<file path="src/rtl/branch_sequencer.sv">
// Control sequencer for a single conditional-branch instruction: fetch (T0-T2),
// CON evaluation (T3) and conditional PC update (T4-T6), with a bounded memory wait.
module branch_sequencer #(
   parameter int MEM_WAIT_MAX = 15
) (
   input  logic       clk,
   input  logic       clr,
   input  logic       start,
   input  logic [1:0] cond,
   input  logic       con_branch,
   input  logic       mem_ready,
   output logic [1:0] con_cond,
   output logic       pc_out,
   output logic       mar_in,
   output logic       inc_pc,
   output logic       z_in,
   output logic       zlow_out,
   output logic       pc_in,
   output logic       md_read,
   output logic       mdr_in,
   output logic       mdr_out,
   output logic       ir_in,
   output logic       gra,
   output logic       r_out,
   output logic       con_in,
   output logic       y_in,
   output logic       c_out,
   output logic       alu_add,
   output logic       busy,
   output logic       done,
   output logic       mem_err
);

   typedef enum logic [3:0] {
      IDLE, T0, T1, T2, T3, T4, T5, T6, FIN
   } state_t;

   localparam logic [3:0] WAIT_LIMIT = 4'(MEM_WAIT_MAX);

   state_t     state;
   logic [3:0] wait_cnt;

   always_ff @(posedge clk) begin
      if (!clr) begin
         state    <= IDLE;
         wait_cnt <= 4'd0;
         con_cond <= 2'b00;
         mem_err  <= 1'b0;
      end else begin
         mem_err <= 1'b0;
         case (state)
            IDLE: begin
               if (start) begin
                  con_cond <= cond;
                  state    <= T0;
               end
            end
            T0: begin
               wait_cnt <= 4'd0;
               state    <= T1;
            end
            // Abort fires in the T1 cycle where the counter has reached the limit.
            T1: begin
               if (mem_ready) begin
                  state <= T2;
               end else if (wait_cnt == WAIT_LIMIT) begin
                  state   <= IDLE;
                  mem_err <= 1'b1;
               end else begin
                  wait_cnt <= wait_cnt + 4'd1;
               end
            end
            T2:      state <= T3;
            T3:      state <= T4;
            T4:      state <= T5;
            T5:      state <= T6;
            T6:      state <= FIN;
            FIN:     state <= IDLE;
            default: state <= IDLE;
         endcase
      end
   end

   // Moore decode; wait_cnt is zero only in the first T1 cycle, so PC loads once.
   always_comb begin
      pc_out   = 1'b0;
      mar_in   = 1'b0;
      inc_pc   = 1'b0;
      z_in     = 1'b0;
      zlow_out = 1'b0;
      pc_in    = 1'b0;
      md_read  = 1'b0;
      mdr_in   = 1'b0;
      mdr_out  = 1'b0;
      ir_in    = 1'b0;
      gra      = 1'b0;
      r_out    = 1'b0;
      con_in   = 1'b0;
      y_in     = 1'b0;
      c_out    = 1'b0;
      alu_add  = 1'b0;
      case (state)
         T0: begin
            pc_out = 1'b1;
            mar_in = 1'b1;
            inc_pc = 1'b1;
            z_in   = 1'b1;
         end
         T1: begin
            zlow_out = 1'b1;
            pc_in    = (wait_cnt == 4'd0);
            md_read  = 1'b1;
            mdr_in   = 1'b1;
         end
         T2: begin
            mdr_out = 1'b1;
            ir_in   = 1'b1;
         end
         T3: begin
            gra    = 1'b1;
            r_out  = 1'b1;
            con_in = 1'b1;
         end
         T4: begin
            pc_out = 1'b1;
            y_in   = 1'b1;
         end
         T5: begin
            c_out   = 1'b1;
            alu_add = 1'b1;
            z_in    = 1'b1;
         end
         T6: begin
            zlow_out = 1'b1;
            pc_in    = con_branch;
         end
         default: ;
      endcase
   end

   assign busy = (state != IDLE);
   assign done = (state == FIN);

endmodule
</file>
<file path="config.mk">
export PLATFORM = sky130hd
export DESIGN_NAME = branch_sequencer
export DESIGN_NICKNAME = d
export VERILOG_FILES = /design/src/rtl/branch_sequencer.sv
export SDC_FILE = /design/constraint.sdc
export NUM_CORES = 1
export LEC_CHECK = 0
export ABC_AREA = 1
export BUFFER_PORTS_ARGS = -buffer_cell sky130_fd_sc_hd__buf_2
export CELL_PAD_IN_SITES_DETAIL_PLACEMENT = 1
export CELL_PAD_IN_SITES_GLOBAL_PLACEMENT = 1
export CORE_AREA = 2 2 49 51
export CTS_CLUSTER_DIAMETER = 150
export DETAILED_ROUTE_END_ITERATION = 10
export DIE_AREA = 0 0 51 53
export MAX_ROUTING_LAYER = met4
export PLACE_DENSITY = 0.76
export SLEW_MARGIN = 20
export SYNTH_ARGS = -nofsm -noshare
export SYNTH_HDL_FRONTEND = slang
export SYNTH_SLANG_ARGS = --single-unit
</file>
<file path="constraint.sdc">
create_clock -name clk -period 2.05 [get_ports clk]
set_clock_uncertainty 0.05 [all_clocks]
set_input_delay 0.5125 -clock clk [delete_from_list [all_inputs] [get_ports clk]]
set_output_delay 0.5125 -clock clk [all_outputs]
set_load 0.005 [all_outputs]
</file>
* After elaboration in Yosys (flattened, before gate mapping)
Cells that the tools add are included.
** Storage, ports and cells
- Memory bits (read-only) :: 0
- Memory bits (writable) :: 0
- Bits of input ports :: 7
- Bits in latches :: 0
- Logic and storage cells :: 49
- Register bits :: 11
- Memories :: 0
- Output and inout port bits :: 21
** Operators by class
- $mul :: 0
- Eq/ne operators :: 13
- Shift operators :: 0
- Div/mod/pow operators :: 0
- Mux-type cells :: 18
- Reductions and logical operators :: 11
- Order comparisons :: 0
- Bitwise operators :: 2
- Add/subtract/negate cells :: 1
** Operators with widths (number)
- $pmux 4 s8 :: 1
- $mux 4 :: 5
- $eq 4x3->1 const B :: 4
- $mux 1 :: 10
- $eq 4x2->1 const B :: 2
- $eq 4x4->1 const B :: 2
- $logic_not 4->1 :: 2
- $pmux 4 s2 :: 1
- $ne 2x2->1 const B :: 3
- $reduce_or 2->1 :: 3
- $add 4x1->4 const B :: 1
- $eq 4x1->1 const B :: 1
- $reduce_and 2->1 :: 2
- $reduce_bool 4->1 :: 1
- $ne 3x3->1 const B :: 1
- $reduce_and 3->1 :: 1
- $reduce_or 3->1 :: 1
- $not 1->1 :: 2
- $pmux 1 s2 :: 1
- $reduce_bool 2->1 :: 1

* Depth between registers and ports, before layout
- Depth in word-level cells :: 4
- Depth in mapped cells :: 8
- Mapped depth without buffers :: 8

* Least setup slack after synthesis
No wires, ideal clock.
- Path type :: reg2out
- Start :: register state[2]
- End :: output gra
- Path slack :: 0.570 ns
- Arrival time :: 0.917 ns
- Stages on the path, launching flop included :: 6
- Buffers on the path :: 1
- Data required time :: 1.487 ns
- Cell sequence :: dfxtp_1 > inv_1 > nor2_2 > inv_1 > nor2_1 > buf_4
** Between the ends
- Cells in the longest elaborated chain, start to end :: 2
** RTL lines
- start, declared :: line 40 : state_t state;
- start signal, assigned :: line 45 : state <= IDLE;
- start signal, assigned :: line 55 : state <= T0;
- start signal, assigned :: line 60 : state <= T1;
- $eq 4x3->1
- $mux 1
- end, declared :: line 23 : output logic gra,
No other way between the ends.

* Worst setup path in the final report
- Start :: register state[0]
- End :: output pc_in
** Between the ends
- Cells in the longest elaborated chain, start to end :: 2
- Elaborated cells between the ends (all ways) :: 3
- Classes of those cells :: eq/ne: 2; mux: 1
** RTL lines
- $eq 4x3->1 / $eq 4x2->1 (equally long branches) :: line 102 : case (state)
- $pmux 1 s2 (*) :: line 102
- end, declared :: line 18 : output logic pc_in,
Mark *: on every way between the ends. The rest lies on a longest branch, timed or not.

==> results.py <==
metrics = {
    "power_and_ir_drop": {
        "ir_worst_vdd_uv": 464,
        "internal_power_uw": 533,
        "total_power_uw": 973,
        "p_leak_uw": 0.000473,
        "seqPwrFrac_pct": 32.9,
        "powerDensity_mw_per_mm2": 1170,
        "clkPwrFrac_pct": 15.7,
        "comb_power_share_pct": 51.3,
        "p_sw_uw": 440,
        "p_sw_share_pct": 45.2,
    },
    "setup_path": {
        "rrSetupSlack_ps": 690,
        "worstPathArrival_ps": 1360,
        "worstSetupEndpointType": "output pin",
        "r2r_start": "wait_cnt[0]",
        "reg2reg_to": "wait_cnt[1]",
        "r2r_cells": 7,
        "cp_max_fo": 6,
        "start_kind": "register",
        "crit_required_ps": 1490,
        "worstSetupPathType": "register to output pin",
    },
    "cts": {
        "numCtsBuffers": 3,
        "clk_pin_slew_ps": 70,
        "cts_tree": "built",
        "cts_root_buffer": "clkbuf_4",
        "h-tree-depth": 1,
        "clk_latency_ps": 270,
        "cts_hold_buffers": 0,
        "clockBufferDepth": 2,
        "clock_sinks": 11,
    },
    "run_status": {
        "status": "completed",
    },
    "sta": {
        "period_share_pct": 93.9,
        "fmax_ghz": 0.519,
        "fin_tns_setup_ps": 0,
        "period_needed_ps": 1930,
        "tightest_slew_ps": 261,
        "rsz0062_at_grt": "no",
        "setup_viol": 0,
        "relSlewSlack_pct": 82.5,
        "slew_viol_final": 0,
        "hold_viol": 0,
    },
    "yosys": {
        "yosys_warnings": 0,
        "synth_cell_type_count": 19,
        "synth_cells": 102,
        "synth.top_cell.area_share_pct": 32.6,
        "yosys.area.top_type": "dfxtp_1",
        "yosysSeqAreaShare_pct": 32.6,
        "netlist_area_um2": 676,
        "synth_area_per_cell_um2": 6.62,
        "syn_nets": 111,
        "synth_seq_cells": 11,
        "yosys-top-cells-area": "dfxtp_1, nand2_1, nand3_1",
    },
    "routing": {
        "vias_per_cell": 4.57,
        "vias": 709,
        "wirelength_mm": 1.83,
        "wl_per_cell_um": 11.8,
        "drt_iter0_drc": 3,
        "drc": 0,
        "drtPass1Iterations": 2,
        "ant_nets": 0,
    },
    "finish": {
        "area_growth_pct": 23.1,
        "mostFrequentLayoutCells": "buf_2, nand2_1, inv_1",
        "drive_gt1_share_pct": 29.1,
        "antenna_cells": 0,
        "layout_commonest_cell": "buf_2",
        "fin_util_pct": 38.7,
        "finalNetCount": 137,
    },
    "placement": {
        "io_buffers": 27,
        "gp_congestion": 0.792,
        "dp_hpwl_mm": 1.52,
    },
    "min_path": {
        "hp-start": "mem_ready",
        "hold_end": "mem_err",
        "holdPathStages": 2,
        "hp-class": "input port to register",
    },
    "die": {
        "initial_core_util_pct": 31.5,
        "std_cell_rows": 17,
        "io_pins": 28,
        "die_h_um": 53,
        "core_area_mm2": 0.00215,
        "die-area_mm2": 0.00270,
        "die_w_um": 51,
    },
    "grt": {
        "overflow": 0,
        "grt_usage_pct": 15.0,
        "antenna_found_initial": 0,
        "grt_max_degree": 10,
        "grt_pass1_wl_mm": 2.90,
        "grt_pass1_vias": 699,
    },
    "job": {
        "max_cap_viol_count": 0,
    },
}
==> area by class of cell <==
type | count | area (um^2)
clock buffers | 4 | 26.3
fillers | 297 | 1320
inverters | 17 | 63.8
multi-input cells | 68 | 352
flip-flops and latches | 11 | 220
well taps | 28 | 35.0
repair buffers | 27 | 135
==> synthesized netlist by cell type <==
cell and instances:
nor2_1 13, nand3_1 12, buf_4 6, inv_1 16
ha_1 2, nor2_4 1, nor4_1 1, xnor2_1 1
nand2_1 19, nand2_4 2, o21ai_1 1, dfxtp_1 11
nor3_1 1, o21ai_0 2, nor2_2 2, nand2_2 2
o211ai_1 1, clkinv_1 1, a21oi_1 8
==> repair_timing <==
item,in CTS,in global routing
setup buffers,0,0
endpoints found under the setup margin,0,1
gates resized for setup,0,1
endpoints found under the hold margin,0,0
==> power by group through the flow <==
| stage | logic (uW) | clock network, uW | registers (uW) |
|---|---|---|---|
| global placement | 492 | 0 | 320 |
| detailed placement | 502 | 0 | 326 |
| floorplan | 357 | 0 | 313 |
| global route | 562 | 169 | 330 |
| finish | 500 | 153 | 320 |
| CTS | 504 | 163 | 321 |
==> through the flow <==
stage | worst slack, ps | hold slack (ps) | std cells | area, um^2
2_1_floorplan | 570 | 405 | 102 | 676
3_3_place_gp | 459 | 397 | 151 | 801
3_5_place_dp | 409 | 405 | 151 | 801
4_1_cts | 100 | 375 | 155 | 827
5_1_grt | 3.02 | 374 | 155 | 832
6_report | 124 | 387 | 155 | 832
==> metal layers <==
| metal | wire length (um) | global-route usage [%] | vias up | share of wire, % |
|---|---|---|---|---|
| li1 | - | - | 364 | - |
| met1 | 743 | 14.8 | 331 | 41 |
| met2 | 999 | 28.1 | 12 | 55 |
| met3 | 74 | 5.08 | 2 | 4.0 |
| met4 | 13 | 4.05 | 0 | 0.71 |
| met5 | 0 | - | - | 0 |
==> cells by family after synthesis <==
group | after synthesis | share of synthesized area, %
and+or+nand+nor | 53 | 37.0
buffers and inverters | 23 | 16.1
AOI/OAI and AO/OA | 12 | 9.26
DFF | 11 | 32.6
adders and majority gates | 2 | 3.70
xor gates and xnor gates | 1 | 1.30
==> worst max-delay path by stage <==
| stage | startpoint | to | depth (start not counted) | slack (ps) |
|---|---|---|---|---|
| after floorplan | state[2] | gra | 5 | 570 |
| after global placement | state[0] | pc_in | 6 | 460 |
| after detailed placement | state[2] | pc_in | 5 | 410 |
| after CTS | state[2] | pc_in | 5 | 100 |
| after global routing | state[2] | pc_in | 6 | 3 |
| final | state[0] | pc_in | 6 | 120 |
==> worst max-delay path, stage by stage (launching register included) <==
cell,delay (ps)
dfxtp_1,340
inv_1,170
nand2_2,90
nor2_4,190
nand3_1,100
o21ai_0,80
buf_2,130
==> sequential cells by signal (all words and copies together) (netlist names) <==
name      cells
wait_cnt      4
state         4
con_cond      2
mem_err       1
(Power assumes the default switching activity.)
